===== config.mk =====
export PLATFORM = sky130hd
export DESIGN_NAME = hazard_scoreboard
export DESIGN_NICKNAME = d
export VERILOG_FILES = /design/src/rtl/hazard_scoreboard_pkg.sv /design/src/rtl/hazard_scoreboard_md_busy_counter.sv /design/src/rtl/hazard_scoreboard.sv
export SDC_FILE = /design/constraint.sdc
export NUM_CORES = 1
export LEC_CHECK = 0
export BUFFER_PORTS_ARGS = -buffer_cell sky130_fd_sc_hd__clkbuf_2
export CORE_ASPECT_RATIO = 0.75
export CORE_MARGIN = 3
export CORE_UTILIZATION = 52
export CTS_CLUSTER_DIAMETER = 50
export DETAILED_ROUTE_END_ITERATION = 10
export GPL_TIMING_DRIVEN = 0
export PLACE_DENSITY = 0.76
export SYNTH_ARGS = -nofsm -noshare
export SYNTH_HDL_FRONTEND = slang
export SYNTH_HIERARCHICAL = 1
export SYNTH_SLANG_ARGS = --single-unit

===== constraint.sdc =====
create_clock -name clk -period 4 [get_ports clk]
set_clock_uncertainty 0.15 [all_clocks]
set_input_delay 0.6 -clock clk [delete_from_list [all_inputs] [get_ports clk]]
set_output_delay 0.6 -clock clk [all_outputs]
set_load 0.005 [all_outputs]

===== src/rtl/hazard_scoreboard_pkg.sv =====
// Shared types and constants for the pipeline hazard scoreboard.
// Stage entries carry destination, remaining Tnew and the source registers.
package hazard_scoreboard_pkg;

  localparam int ENTRY_REG_W = 5;
  localparam int MD_CNT_W = 4;
  localparam int MULT_CYCLES_DEF = 5;
  localparam int DIV_CYCLES_DEF = 10;

  localparam logic [1:0] TUSE_NONE = 2'd3;

  localparam logic [1:0] FWD_RF = 2'd0;
  localparam logic [1:0] FWD_E  = 2'd1;
  localparam logic [1:0] FWD_M  = 2'd2;
  localparam logic [1:0] FWD_W  = 2'd3;

  typedef logic [ENTRY_REG_W-1:0] reg_idx_t;

  typedef struct packed {
    reg_idx_t   a3;
    logic [1:0] tnew;
    reg_idx_t   rs;
    reg_idx_t   rt;
  } stage_t;

  localparam stage_t BUBBLE = '0;

endpackage


===== src/rtl/hazard_scoreboard_md_busy_counter.sv =====
// Multiply/divide unit busy counter: loads the operation latency, then
// counts down on every pipeline advance until the unit is free.
module md_busy_counter
  import hazard_scoreboard_pkg::*;
#(
  parameter int MULT_CYCLES = MULT_CYCLES_DEF,
  parameter int DIV_CYCLES  = DIV_CYCLES_DEF
) (
  input  logic clk,
  input  logic reset,
  input  logic en,
  input  logic load,
  input  logic is_div,
  output logic busy
);

  logic [MD_CNT_W-1:0] cnt_p0;

  always_ff @(posedge clk or negedge reset) begin
    if (!reset) begin
      cnt_p0 <= '0;
    end else if (en) begin
      if (load) begin
        cnt_p0 <= is_div ? MD_CNT_W'(DIV_CYCLES) : MD_CNT_W'(MULT_CYCLES);
      end else if (cnt_p0 != '0) begin
        cnt_p0 <= cnt_p0 - MD_CNT_W'(1);
      end
    end
  end

  assign busy = (cnt_p0 != '0);

endmodule


===== src/rtl/hazard_scoreboard.sv =====
// Central hazard controller: tracks E/M/W destinations with remaining Tnew,
// and produces stall, D/E forwarding selects and the MDU interlock.
module hazard_scoreboard
  import hazard_scoreboard_pkg::*;
#(
  parameter int REG_W       = ENTRY_REG_W,
  parameter int MULT_CYCLES = MULT_CYCLES_DEF,
  parameter int DIV_CYCLES  = DIV_CYCLES_DEF
) (
  input  logic             clk,
  input  logic             reset,
  input  logic             en,
  input  logic             d_valid,
  input  logic [REG_W-1:0] d_rs,
  input  logic [REG_W-1:0] d_rt,
  input  logic [1:0]       d_tuse_rs,
  input  logic [1:0]       d_tuse_rt,
  input  logic [REG_W-1:0] d_a3,
  input  logic [1:0]       d_tnew,
  input  logic             d_md_start,
  input  logic             d_md_is_div,
  input  logic             d_md_use,
  output logic             stall,
  output logic [1:0]       fwd_rs_d,
  output logic [1:0]       fwd_rt_d,
  output logic [1:0]       fwd_rs_e,
  output logic [1:0]       fwd_rt_e,
  output logic             md_busy
);

  // ent_p0 = E, ent_p1 = M, ent_p2 = W
  stage_t ent_p0, ent_p1, ent_p2;

  function automatic logic [1:0] sat_dec(input logic [1:0] t);
    return (t == 2'd0) ? 2'd0 : t - 2'd1;
  endfunction

  // Youngest stage whose destination equals s; FWD_RF when none or s is $0.
  function automatic logic [1:0] youngest(input reg_idx_t s, input stage_t e,
                                          input stage_t m, input stage_t w);
    if (s == '0)   return FWD_RF;
    if (e.a3 == s) return FWD_E;
    if (m.a3 == s) return FWD_M;
    if (w.a3 == s) return FWD_W;
    return FWD_RF;
  endfunction

  function automatic logic [1:0] tnew_of(input logic [1:0] code, input stage_t e,
                                         input stage_t m, input stage_t w);
    case (code)
      FWD_E:   return e.tnew;
      FWD_M:   return m.tnew;
      FWD_W:   return w.tnew;
      default: return 2'd0;
    endcase
  endfunction

  function automatic logic [1:0] e_select(input reg_idx_t s, input stage_t m,
                                          input stage_t w);
    if (s == '0)   return FWD_RF;
    if (m.a3 == s) return (m.tnew == 2'd0) ? FWD_M : FWD_RF;
    if (w.a3 == s) return (w.tnew == 2'd0) ? FWD_W : FWD_RF;
    return FWD_RF;
  endfunction

  logic [1:0] hit_rs, hit_rt, tn_rs, tn_rt;
  logic       stall_rs, stall_rt, stall_md, md_load;

  always_comb begin
    hit_rs   = youngest(d_rs, ent_p0, ent_p1, ent_p2);
    hit_rt   = youngest(d_rt, ent_p0, ent_p1, ent_p2);
    tn_rs    = tnew_of(hit_rs, ent_p0, ent_p1, ent_p2);
    tn_rt    = tnew_of(hit_rt, ent_p0, ent_p1, ent_p2);
    stall_rs = (d_tuse_rs != TUSE_NONE) && (hit_rs != FWD_RF) && (tn_rs > d_tuse_rs);
    stall_rt = (d_tuse_rt != TUSE_NONE) && (hit_rt != FWD_RF) && (tn_rt > d_tuse_rt);
    stall_md = (d_md_start || d_md_use) && md_busy;
    stall    = stall_rs || stall_rt || stall_md;
    fwd_rs_d = (hit_rs != FWD_RF && tn_rs == 2'd0) ? hit_rs : FWD_RF;
    fwd_rt_d = (hit_rt != FWD_RF && tn_rt == 2'd0) ? hit_rt : FWD_RF;
    fwd_rs_e = e_select(ent_p0.rs, ent_p1, ent_p2);
    fwd_rt_e = e_select(ent_p0.rt, ent_p1, ent_p2);
    md_load  = d_valid && d_md_start && !stall;
  end

  // D -> E -> M -> W advance; a stalled or empty D slot enters E as a bubble
  always_ff @(posedge clk or negedge reset) begin
    if (!reset) begin
      ent_p0 <= BUBBLE;
      ent_p1 <= BUBBLE;
      ent_p2 <= BUBBLE;
    end else if (en) begin
      ent_p2 <= '{a3: ent_p1.a3, tnew: sat_dec(ent_p1.tnew), rs: ent_p1.rs, rt: ent_p1.rt};
      ent_p1 <= '{a3: ent_p0.a3, tnew: sat_dec(ent_p0.tnew), rs: ent_p0.rs, rt: ent_p0.rt};
      if (stall || !d_valid) begin
        ent_p0 <= BUBBLE;
      end else begin
        ent_p0 <= '{a3: d_a3, tnew: d_tnew, rs: d_rs, rt: d_rt};
      end
    end
  end

  md_busy_counter #(
    .MULT_CYCLES(MULT_CYCLES),
    .DIV_CYCLES (DIV_CYCLES)
  ) u_md_busy_counter (
    .clk   (clk),
    .reset (reset),
    .en    (en),
    .load  (md_load),
    .is_div(d_md_is_div),
    .busy  (md_busy)
  );

endmodule


==> results.yml <==
clocking:
  cts-buffers-inserted: 5
  cts_tree: "done"
  cts_sinks: 35
  clock_latency_ns: 0.30
  hold_buffers: 0
  cts.clk_slew.worst_paths_ns: 0.09
  root_buffer: "clkbuf_8"
  cts_buffer_depth: 2
  cts_max_level: 2
critical_path:
  cp-start-kind: "input pin"
  critPathMaxFanout: 5
  reg2reg_from: "ent_p2[12]"
  cp.required_ns: 3.25
  crit_slowest_cell: "a221o_1"
  end_kind: "primary output"
  r2r_end: "u_md_busy_counter/cnt_p0[1]"
  rr_worst_depth: 13
  crit_arrival_ns: 3.17
  worstPathCellList: "buf_2 > xnor2_2 > nand2_2 > or2_4 > o311a_1 > or3_1 > ha_2 > a221o_1 > a311oi_4 > buf_6 > or2_1 > clkbuf_2"
  slowest_delay_ns: 0.34
  crit_type: "input pin to primary output"
  rrSetupSlack_ns: 0.10
synth:
  synthTopCellsByArea: "dfrtp_1 (32%), xnor2_1 (10%), xor2_1 (5.7%)"
  ys_warn_count: 6
  syn_avg_cell_area_um2: 9.30
  synth_area_leader_cell: "dfrtp_1"
  netlist_area_mm2: 0.00275
  syn_inst: 296
  ys_seq_elements: 35
  ys_seq_area_share_pct: 31.8
  synth.top_cells.by_count: "dfrtp_1 (35), xnor2_1 (32), inv_1 (31)"
  syn-num-nets: 330
  synthFlopType: "dfrtp_1"
  postSynth.asyncResetShare_pct: 100
  synth_edf_count: 0
  ys_types: 54
  synth_top_area_share_pct: 31.8
  yosysMostFrequentCell: "dfrtp_1"
floorplanning:
  core_mm2: 0.00501
  die_h_um: 69.0
  dieArea_mm2: 0.00621
  ios: 38
  start_util_pct: 55.0
  num_rows: 22
  chipWidth_um: 90.0
power:
  p_total_w: 0.00135
  power_frac_seq_pct: 35.7
  p_clk_share_pct: 20.5
  switchingPower_w: 0.000525
  comb_power_share_pct: 43.8
  intPower_w: 0.000828
  switching_share_pct: 38.8
  p_leak_nw: 1.45
  ir_drop_mv: 0.206
  power.density_mw_per_mm2: 402
layout:
  drive_above_1_share_pct: 36.5
  final-instance-count-excl-fill: 417
  fin_nets: 378
  n_antenna_cell: 0
  area_growth_pct: 22.1
global_route:
  grt_pass1_vias: 2357
  grt_usage_pct: 24.3
  antenna_found_initial: 0
  grt_max_degree: 36
  grt-ovfl-total: 0
  grt_pass1_wl_um: 12000
drt:
  post_drt_wl_per_cell_um: 18.2
  drt_iter0_markers: 161
  first_pass_iters: 5
  num_vias: 2448
  drc: 0
  wl_um: 7580
  ant_nets: 0
  avgViaCountPerCell: 5.87
placed_design:
  routabilityCongestion: 0.882
  dp_cells: 401
  hpwlAfterDp_um: 5180
  portBuffers: 33
timing:
  final.min_clock_period_ns: 3.92
  finalHoldViolCount: 0
  finalSetupViolations: 0
  max_slew_margin_pct: 38.0
  max_clock_freq_ghz: 0.255
  maxSlewViolCount: 0
  worst_pin_slew_ns: 0.930
  timing.final.crit_share_pct: 97.9
job:
  maxCapViolCount: 0
status:
  status: "finished clean"
worst_hold_path:
  hold_class: "input pin to asynchronous set/reset pin"
==> stage by stage <==
| step | TNS, ns | util, % | worst slack [ns] | area (µm²) | hold slack (ns) |
|---|---|---|---|---|---|
| floorplan | 0 | - | 0.0301 | 2760 | 0.154 |
| global placement | -1.33 | 60.2 | -0.379 | 3010 | 0.380 |
| detailed placement | -1.52 | 60.2 | -0.413 | 3010 | 0.384 |
| CTS | 0 | 64.9 | 0.000391 | 3250 | 0.286 |
| global route | -0.00821 | 67.1 | -0.00821 | 3360 | 0.328 |
| finish | 0 | 67.1 | 0.0849 | 3360 | 0.267 |
==> how the worst max path moves through the flow <==
stage,slack [ns],cells past startpoint,endpoint,from
6_report,0.08,12,stall,d_rt[1]
5_1_grt,-0.008,11,stall,ent_p2[12]
4_1_cts,0.0004,11,stall,ent_p2[16]
3_5_place_dp,-0.41,13,u_md_busy_counter/cnt_p0[1],d_rt[0]
3_3_place_gp,-0.38,13,u_md_busy_counter/cnt_p0[1],d_rt[0]
2_1_floorplan,0.03,13,u_md_busy_counter/cnt_p0[1],d_rt[0]
==> registers in the layout (all words and copies together), names as in the netlist <==
| name | cells |
|---|---|
| ent_p2 | 7 |
| ent_p1 | 7 |
| ent_p0 | 17 |
| u_md_busy_counter/cnt_p0 | 4 |
==> power by group through the flow <==
stage / Sequential (W) / Combinational, W / Clock, W
CTS: 0.000477 / 0.000551 / 0.000276
global placement: 0.000469 / 0.000514 / 0
finish: 0.000482 / 0.000593 / 0.000278
global route: 0.000491 / 0.000645 / 0.000291
floorplan: 0.000455 / 0.000404 / 0
detailed placement: 0.000470 / 0.000529 / 0
==> cells by family (layout without fill, tap and decap cells) <==
family / after synthesis / in the layout / share of synthesized area, %
muxes: 13 / 13 / 5.22
and+or+nand+nor: 87 / 87 / 17.7
xor gates and xnor gates: 50 / 50 / 15.9
buffers and inverters: 54 / 103 / 9.31
DFF: 35 / 35 / 31.8
AOI/OAI and AO/OA: 51 / 51 / 17.3
adders and majority gates: 6 / 6 / 2.73
==> cell type report <==
class	count	area, µm²
multi-input combinational	207	1780
clock buffer	5	68.8
buffer	18	123
sequential	35	882
inverter	31	116
tap	72	90.1
timing repair buffer	46	275
clock inverter	3	23.8
fill	400	1650
==> worst max-delay path, delay by kind of cell <==
family,cells,cell delay (ns)
simple gates,4,0.75
compound gates,3,0.94
xor+xnor,1,0.15
buf+inv,3,0.47
fa+ha+maj,1,0.25
==> layer usage <==
metal	part of all wire [%]	routed length [µm]	GRT usage [%]
met5	0	0	0
met4	2.0	153	9.68
met3	7.3	554	4.80
met2	45	3430	36.7
met1	45	3440	34.5
==> repair_timing <==
item / CTS / global route
setup endpoints to repair: 4 / 4
pin swaps: 9 / 12
buffers inserted: 7 / 6
endpoints found under the hold margin: 0 / 0
gates resized for setup: 20 / 18
==> cell usage in the layout, fill, tap and decap left out, drive strengths merged, types with 2 or more instances in the layout <==
| cell type | count |
|---|---|
| a21oi | 5 |
| a311oi | 3 |
| a31o | 2 |
| buf | 26 |
| clkbuf | 43 |
| clkinvlp | 2 |
| dfrtp | 35 |
| ha | 6 |
| inv | 32 |
| mux2 | 11 |
| mux2i | 2 |
| nand2 | 18 |
| nand3 | 24 |
| nand4 | 4 |
| nor2 | 10 |
| nor3 | 12 |
| nor4 | 2 |
| o21ai | 11 |
| o311a | 3 |
| o32ai | 17 |
| o41ai | 2 |
| or2 | 4 |
| or3 | 2 |
| or4 | 4 |
| xnor2 | 32 |
| xor2 | 18 |
Power figures use the tool's default switching activity.
